**config.mk**
```make
export PLATFORM = sky130hd
export DESIGN_NAME = sync_fifo_flags_flat
export DESIGN_NICKNAME = d
export VERILOG_FILES = /design/src/rtl/sync_fifo_flags_if.sv /design/src/rtl/sync_fifo_flags.sv /design/src/flat_wrapper.sv
export SDC_FILE = /design/constraint.sdc
export NUM_CORES = 1
export LEC_CHECK = 0
export ABC_CLOCK_PERIOD_IN_PS = 3100
export CORE_MARGIN = 5
export CORE_UTILIZATION = 35
export DETAILED_ROUTE_END_ITERATION = 16
export HOLD_SLACK_MARGIN = 0.12
export SYNTH_ARGS = -nofsm -noshare
export SYNTH_HDL_FRONTEND = slang
export SYNTH_SLANG_ARGS = --single-unit
export TNS_END_PERCENT = 20
```
**constraint.sdc**
```tcl
create_clock -name clk -period 3.1 [get_ports clk]
set_input_delay 0.62 -clock clk [delete_from_list [all_inputs] [get_ports clk]]
set_output_delay 0.62 -clock clk [all_outputs]
set_load 0.01 [all_outputs]
```
**src/rtl/sync_fifo_flags_if.sv**
```systemverilog
// sync_fifo_flags_if: write/read handshake and status bundle of sync_fifo_flags.
interface sync_fifo_flags_if #(
  parameter int DATA_WIDTH = 8,
  parameter int ADDR_WIDTH = 3
);
  logic                  wr_cs;
  logic                  wr_en;
  logic [DATA_WIDTH-1:0] data_in;
  logic                  rd_cs;
  logic                  rd_en;
  logic                  clr_err;
  logic [DATA_WIDTH-1:0] data_out;
  logic                  data_valid;
  logic                  full;
  logic                  empty;
  logic                  almost_full;
  logic                  almost_empty;
  logic [ADDR_WIDTH:0]   count;
  logic                  overflow;
  logic                  underflow;
  modport master (
    output wr_cs, wr_en, data_in, rd_cs, rd_en, clr_err,
    input  data_out, data_valid, full, empty, almost_full, almost_empty, count, overflow, underflow
  );
  modport slave (
    input  wr_cs, wr_en, data_in, rd_cs, rd_en, clr_err,
    output data_out, data_valid, full, empty, almost_full, almost_empty, count, overflow, underflow
  );
endinterface

```
**src/rtl/sync_fifo_flags.sv**
```systemverilog
// sync_fifo_flags: single-clock circular FIFO with registered or FWFT read,
// programmable almost flags and sticky overflow/underflow.
module sync_fifo_flags #(
  parameter int DATA_WIDTH = 8,
  parameter int ADDR_WIDTH = 3,
  parameter int AF_LEVEL   = 6,
  parameter int AE_LEVEL   = 1,
  parameter int FWFT       = 0
) (
  input logic              clk,
  input logic              reset,
  sync_fifo_flags_if.slave bus
);
  localparam int DEPTH = 1 << ADDR_WIDTH;
  logic [DATA_WIDTH-1:0] r_mem [DEPTH];
  logic [ADDR_WIDTH-1:0] r_wr_ptr;
  logic [ADDR_WIDTH-1:0] r_rd_ptr;
  logic [ADDR_WIDTH:0]   r_count;
  logic [DATA_WIDTH-1:0] r_data;
  logic                  r_valid;
  logic                  r_ovf;
  logic                  r_udf;
  logic                  w_wr_req;
  logic                  w_rd_req;
  logic                  w_wr_acc;
  logic                  w_rd_acc;
  logic                  w_full;
  logic                  w_empty;
  always_comb begin
    w_wr_req = bus.wr_cs & bus.wr_en;
    w_rd_req = bus.rd_cs & bus.rd_en;
    w_full   = r_count == (ADDR_WIDTH+1)'(DEPTH);
    w_empty  = r_count == '0;
    w_rd_acc = w_rd_req & !w_empty;
    // a full FIFO still takes a write when the same cycle frees a slot
    w_wr_acc = w_wr_req & (!w_full | w_rd_acc);
  end
  always_ff @(posedge clk or posedge reset)
    if (reset) begin
      r_wr_ptr <= '0;
      r_rd_ptr <= '0;
      r_count  <= '0;
      r_data   <= '0;
      r_valid  <= 1'b0;
      r_ovf    <= 1'b0;
      r_udf    <= 1'b0;
    end else begin
      if (w_wr_acc) r_wr_ptr <= r_wr_ptr + 1'b1;
      if (w_rd_acc) r_rd_ptr <= r_rd_ptr + 1'b1;
      if (w_wr_acc != w_rd_acc) r_count <= w_wr_acc ? r_count + 1'b1 : r_count - 1'b1;
      if (w_rd_acc) r_data <= r_mem[r_rd_ptr];
      r_valid <= w_rd_acc;
      r_ovf   <= (w_wr_req & !w_wr_acc) | (r_ovf & !bus.clr_err);
      r_udf   <= (w_rd_req & w_empty) | (r_udf & !bus.clr_err);
    end
  always_ff @(posedge clk)
    if (w_wr_acc) r_mem[r_wr_ptr] <= bus.data_in;
  always_comb begin
    bus.data_out     = FWFT != 0 ? (w_empty ? '0 : r_mem[r_rd_ptr]) : r_data;
    bus.data_valid   = FWFT != 0 ? !w_empty : r_valid;
    bus.full         = w_full;
    bus.empty        = w_empty;
    bus.almost_full  = r_count >= (ADDR_WIDTH+1)'(AF_LEVEL);
    bus.almost_empty = r_count <= (ADDR_WIDTH+1)'(AE_LEVEL);
    bus.count        = r_count;
    bus.overflow     = r_ovf;
    bus.underflow    = r_udf;
  end
endmodule

```
**src/flat_wrapper.sv**
```systemverilog
// flat-port wrapper written by rule: the top's interface ports become plain ports
module sync_fifo_flags_flat 
#(
  parameter int DATA_WIDTH = 8,
  parameter int ADDR_WIDTH = 3,
  parameter int AF_LEVEL   = 6,
  parameter int AE_LEVEL   = 1,
  parameter int FWFT       = 0
)
  (clk, reset, bus_wr_cs, bus_wr_en, bus_data_in, bus_rd_cs, bus_rd_en, bus_clr_err, bus_data_out, bus_data_valid, bus_full, bus_empty, bus_almost_full, bus_almost_empty, bus_count, bus_overflow, bus_underflow);
  sync_fifo_flags_if #(.DATA_WIDTH(DATA_WIDTH), .ADDR_WIDTH(ADDR_WIDTH)) bus_i ();
  input logic clk;
  input logic reset;
  input wire logic [$bits(bus_i.wr_cs)-1:0] bus_wr_cs;
  input wire logic [$bits(bus_i.wr_en)-1:0] bus_wr_en;
  input wire logic [$bits(bus_i.data_in)-1:0] bus_data_in;
  input wire logic [$bits(bus_i.rd_cs)-1:0] bus_rd_cs;
  input wire logic [$bits(bus_i.rd_en)-1:0] bus_rd_en;
  input wire logic [$bits(bus_i.clr_err)-1:0] bus_clr_err;
  output wire logic [$bits(bus_i.data_out)-1:0] bus_data_out;
  output wire logic [$bits(bus_i.data_valid)-1:0] bus_data_valid;
  output wire logic [$bits(bus_i.full)-1:0] bus_full;
  output wire logic [$bits(bus_i.empty)-1:0] bus_empty;
  output wire logic [$bits(bus_i.almost_full)-1:0] bus_almost_full;
  output wire logic [$bits(bus_i.almost_empty)-1:0] bus_almost_empty;
  output wire logic [$bits(bus_i.count)-1:0] bus_count;
  output wire logic [$bits(bus_i.overflow)-1:0] bus_overflow;
  output wire logic [$bits(bus_i.underflow)-1:0] bus_underflow;
  assign bus_i.wr_cs = bus_wr_cs;
  assign bus_i.wr_en = bus_wr_en;
  assign bus_i.data_in = bus_data_in;
  assign bus_i.rd_cs = bus_rd_cs;
  assign bus_i.rd_en = bus_rd_en;
  assign bus_i.clr_err = bus_clr_err;
  assign bus_data_out = bus_i.data_out;
  assign bus_data_valid = bus_i.data_valid;
  assign bus_full = bus_i.full;
  assign bus_empty = bus_i.empty;
  assign bus_almost_full = bus_i.almost_full;
  assign bus_almost_empty = bus_i.almost_empty;
  assign bus_count = bus_i.count;
  assign bus_overflow = bus_i.overflow;
  assign bus_underflow = bus_i.underflow;
  sync_fifo_flags #(.DATA_WIDTH(DATA_WIDTH), .ADDR_WIDTH(ADDR_WIDTH), .AF_LEVEL(AF_LEVEL), .AE_LEVEL(AE_LEVEL), .FWFT(FWFT)) u_core (.clk(clk), .reset(reset), .bus(bus_i));
endmodule
```
# --- Yosys cells after proc, flatten, opt, wreduce, memory -nomap -nowiden ---
# Memories as Yosys holds them, arrays and structs flattened. A register that Yosys moved wholly into a read port is not among the register bits.
# Cells that the tools add are included.
totals:
  output_inout_bits: 19
  memories: 1
  ram_bits: 64
  ff_bits: 13
  in_bits: 15
  word_cells: 34
op_classes:
  addsub: 4
  n_bitwise: 11
  n_lt_le_gt_ge: 2
  n_mux: 3
  n_reduce_logical: 5
  eq_ne: 2
mem_list:
  columns: ["name", "depth", "word_bits", "read_ports", "rd_ports_with_merged_regs", "write_ports", "line_no", "source"]
  rows:
  - ["u_core.r_mem", 8, 8, 1, 1, 1, "sync_fifo_flags.sv:15", "logic [DATA_WIDTH-1:0] r_mem [DEPTH];"]
ops:
  columns: ["cell", "count"]
  rows:
  - ["AND 1 bit", 8]
  - ["adder 3 x 1 -> 3 bit (second input constant)", 2]
  - ["adder 4 x 1 -> 4 bit (second input constant)", 1]
  - ["== test 4 bit (second input constant)", 1]
  - ["greater-or-equal comparator 4 x 3 -> 1 bit (second input constant)", 1]
  - ["<= comparator 4 x 1 -> 1 bit (second input constant)", 1]
  - ["logical NOT 1 bit", 4]
  - ["logical NOT 4 bit", 1]
  - ["two-way mux 4 bit", 1]
  - ["subtractor 4 x 1 -> 4 bit (second input constant)", 1]
  - ["OR 1 bit", 3]
  - ["two-way mux 1 bit", 2]
  - ["!= test 1 bit", 1]

# --- Longest topological paths before layout ---
depth:
  ltp_word: 8
  mapped_depth: 9
  ltp_nobuf: 8

# --- Worst setup path after synthesis ---
# No wires, ideal clock.
synth_timing:
  path_type: "register to register"
  start: "register u_core.r_count[1] (netlist: u_core.bus.count[1])"
  end: "memory u_core.r_mem[0][0], enable pin"
  required_ns: 2.717
  arrival_time_ns: 2.118
  period_less_slack_ns: 2.502
  stages_incl_launch_ff: 9
  path_buffers: 0
  setup_time_ns: 0.383
  path_slack_ns: 0.598
  cell_sequence: "dfrtp_1 inv_1 ha_1 nor2b_4 nand2_1 inv_2 a21oi_4 nand2b_1 nor3_1"
synth_between:
  elab_cells_between_ends: 9
  cone_classes: "eq/ne (1); mux (2); bitwise (3); reduce/logical (3)"
synth_lines:
  columns: ["element", "line_no", "source"]
  rows:
  - ["start, declared", "sync_fifo_flags.sv:18", "logic [ADDR_WIDTH:0] r_count;"]
  - ["start signal, assigned", "sync_fifo_flags.sv:50", "if (w_wr_acc != w_rd_acc) r_count <= w_wr_acc ? r_count + 1'b1 : r_count - 1'b1;"]
  - ["== test 4 bit", "sync_fifo_flags.sv:32", "w_full = r_count == (ADDR_WIDTH+1)'(DEPTH);"]
  - ["net bus_full", "flat_wrapper.sv:22", "output wire logic [$bits(bus_i.full)-1:0] bus_full;"]
  - ["logical NOT 1 bit", "sync_fifo_flags.sv:36", "w_wr_acc = w_wr_req & (!w_full | w_rd_acc);"]
  - ["OR 1 bit", "sync_fifo_flags.sv:36", null]
  - ["AND 1 bit", "sync_fifo_flags.sv:36", null]
  - ["two-way mux 1 bit", "sync_fifo_flags.sv:57", "if (w_wr_acc) r_mem[r_wr_ptr] <= bus.data_in;"]
  - ["two-way mux 1 bit (not written as such)", "sync_fifo_flags.sv:57", null]
  - ["end, declared", "sync_fifo_flags.sv:15", null]
# The timed path passes the listed nets, and every way through them passes these cells.

# --- Worst setup path in the final report ---
layout_timing:
  start: "register u_core.r_count[0] (netlist: u_core.bus.count[0])"
  end: "output bus_full"
layout_between:
  elab_chain_cells: 1
layout_lines:
  columns: ["element", "line_no"]
  rows:
  - ["== test 4 bit", "sync_fifo_flags.sv:32"]
  - ["end, declared", "flat_wrapper.sv:22"]
# Every way passes these cells.

==> flow_summary_export.csv <==
group,metric,value,unit
timing,hold_viol_final,0,
layout,drive_gt1_share,19.1,%
hold_path,min_path_type,"flop to flop",
synthesis,synth_cell_type_count,40,
power,leakage,1.47,nW
synthesis,ys_warn_count,0,
layout,final_common_cell,"edfxtp_1",
synthesis,synthSimpleGateAreaFrac,6.62,%
timing,period_needed,2.82,ns
timing,hold_slack,0.526,ns
detailed_routing,antenna_left,0,
setup_path,end_kind,"output pin",
die,fp.dieW,110,um
die,num_rows,36,
synthesis,synth-compound-area-share,4.56,%
cts,postCtsSetupRepairBufs,0,
layout,num-fill-cells,876,
cts,htree_num_levels,3,
die,core_area,9770,sq um
synthesis,synth_top_family_by_area,"multiplexers",
cts,clkLatencyLatePin,0.35,ns
synthesis,postSynth.asyncResetShare,24.7,%
die,die_area,12100,sq um
setup_path,critPathKind,"flop to output pin",
cts,cts.clk_slew.worst_paths,0.08,ns
layout,final_cell_mix,"64 x edfxtp_1, 33 x clkdlybuf4s50_1, 21 x dfrtp_1",
synthesis,syn_area_per_cell,17.1,sq um
synthesis,synthMuxAreaShare,13.3,%
timing,min_period_over_period,91.0,%
placement,dp_cells,374,
timing,max-slew-margin-rel,45.7,%
outcome,status,"completed",
synthesis,netlist_area,3520,sq um
grt,grt_pass1_vias,1908,
power,vdd_drop_max,0.226,mV
grt,grt_max_degree,22,
synthesis,synth_xor_area_share,1.25,%
placement,placed_area,4020,sq um
cts,numCtsBuffers,9,
die,io_pins,34,
synthesis,syn-num-nets,227,
detailed_routing,drt_iter0_drc,117,
cts,cts_tree,"done",
timing,fin_setup_tns,0,ns
timing,setup_violations,0,
timing,max_freq,354,MHz
detailed_routing,detail_route.first_pass.iterations,6,
layout,multi_input_area,978,sq um
power,power.density,838,nW/um^2
detailed_routing,vias,1925,
setup_path,cp-start-kind,"flop",
layout,final-instance-count-excl-fill,390,
setup_path,rrSetupSlack,0.62,ns
setup_path,worstPathArrival,2.20,ns
hold_path,min_path_cells,2,
setup_path,critPathLaunch,"u_core.bus.count[0]",
cts,ctsResizeCount,0,
layout,area_growth_syn_to_layout,19.9,%
setup_path,cp_max_fo,7,
timing,worst_pin_slew,0.814,ns
layout,antennaDiodeCount,0,
cts,cts-root-buf,"clkbuf_8",
setup_path,required,2.48,ns
synthesis,synth_edf_count,64,
setup_path,r2r_cells,8,
cts,cts_hold_buf,0,
synthesis,seq_area_frac_synth,69.6,%
placement,dpl.hpwl,4690,um
timing,finClkSkew,0.00853,ns
placement,globalplace.congestion,0.751,
detailed_routing,drc_errors,0,
cts,cts_sinks,85,
grt,grt_first_pass_wirelength,10700,um
grt,grt_overflow,0,
layout,seqCellArea,2450,sq um
cts,cts_max_path_buffers,2,
placement,port-buffer-count,33,
detailed_routing,wirelength,6760,um
setup_path,r2r_end,"u_core.r_mem[5][4]",
setup_path,regToRegStartpoint,"u_core.bus.count[0]",
synthesis,syn-instance-count,206,
synthesis,synthFlopType,"edfxtp_1",
timing,finalMaxSlewViolations,0,
layout,final_nets,273,
die,dieHeight,110,um
detailed_routing,via_per_inst,4.94,
synthesis,synth-seq-cells,85,
setup_path,crit_path_end,"bus_full",
layout,final_area,4220,sq um
synthesis,synth_fa_ha_area_share,2.14,%
detailed_routing,routedWlPerCell,17.3,um
grt,track_usage,12.3,%
grt,antenna_found_initial,0,
timing,rsz0062_at_grt,"false",
die,initial_core_util,36.0,%
flow_run,maxCapViolCount,0,
==> kinds of logic after synthesis <==
group	Yosys count
AO/OA/AOI/OAI	24
adder cells (fa/ha/maj)	6
XOR/XNOR	5
AND/OR/NAND/NOR	45
flip-flops	85
buffers and inverters	15
multiplexers	26
==> critical path, cell delays in order (launching register included) <==
cell,delay (ns)
dfrtp_1,0.47
inv_1,0.12
ha_1,0.28
nor2b_4,0.22
nand2_1,0.12
inv_2,0.11
clkdlybuf4s50_1,0.54
==> layer usage <==
metal	share of wire, %	vias up	global-route usage [%]
li1	-	884	-
met2	45	64	18.0
met4	1.9	0	5.54
met3	6.5	11	2.91
met1	47	966	17.5
met5	0	-	0
==> cells in the mapped netlist (2+ instances only) <==
library cell | instances | area, sq um
a21oi_1 | 10 | 50.1
buf_2 | 2 | 10.0
buf_6 | 4 | 45.0
dfrtp_1 | 21 | 526
edfxtp_1 | 64 | 1920
ha_1 | 6 | 75.1
inv_1 | 5 | 18.8
inv_2 | 2 | 7.51
mux2i_1 | 8 | 80.1
mux4_2 | 16 | 360
nand2_1 | 10 | 37.5
nand2b_1 | 5 | 31.3
nand3_1 | 2 | 10.0
nand4b_1 | 2 | 17.5
nor2_1 | 16 | 60.1
nor3_1 | 3 | 15.0
o221ai_1 | 2 | 17.5
o22ai_1 | 3 | 18.8
xnor2_1 | 3 | 26.3
xor2_1 | 2 | 17.5
==> layout make-up <==
type,instances,share of cell area [%]
Sequential cell,85,58.1
Multi-Input combinational cell,106,23.2
Timing Repair Buffer,43,9.62
Tap cell,133,3.95
Clock buffer,10,3.03
Clock inverter,6,1.51
Inverter,7,0.623
==> where the power goes <==
| group | internal (mW) | total (mW) | switching (mW) |
|---|---|---|---|
| clock | 0.371 | 0.753 | 0.382 |
| combinational | 0.655 | 1.16 | 0.507 |
| sequential | 1.41 | 1.62 | 0.202 |
==> registers in the layout, indices dropped and copies added, names as in the netlist <==
signal and cells:
u_core.bus.count 4, u_core.bus.data_out 8, u_core.bus.data_valid 1, u_core.bus.overflow 1
u_core.bus.underflow 1, u_core.r_mem 64, u_core.r_rd_ptr 3, u_core.r_wr_ptr 3
==> worst min path at each step <==
stage,startpoint,end
floorplan,u_core.r_wr_ptr[0],u_core.r_wr_ptr[0]
global placement,u_core.bus.data_out[6],u_core.bus.data_out[6]
detailed placement,u_core.bus.data_out[5],u_core.bus.data_out[5]
CTS,u_core.r_wr_ptr[0],u_core.r_wr_ptr[0]
global route,u_core.r_wr_ptr[0],u_core.r_wr_ptr[0]
finish,u_core.bus.data_out[3],u_core.bus.data_out[3]
==> stage by stage <==
step	power, mW	setup WS, ns	util [%]
final	3.53	0.278	43.1
after global routing	3.75	0.143	43.1
after floorplan	2.38	0.598	-
after detailed placement	2.83	0.445	41.2
after global placement	2.82	0.510	41.2
after CTS	3.58	0.251	43.1
(Power assumes the default switching activity.)
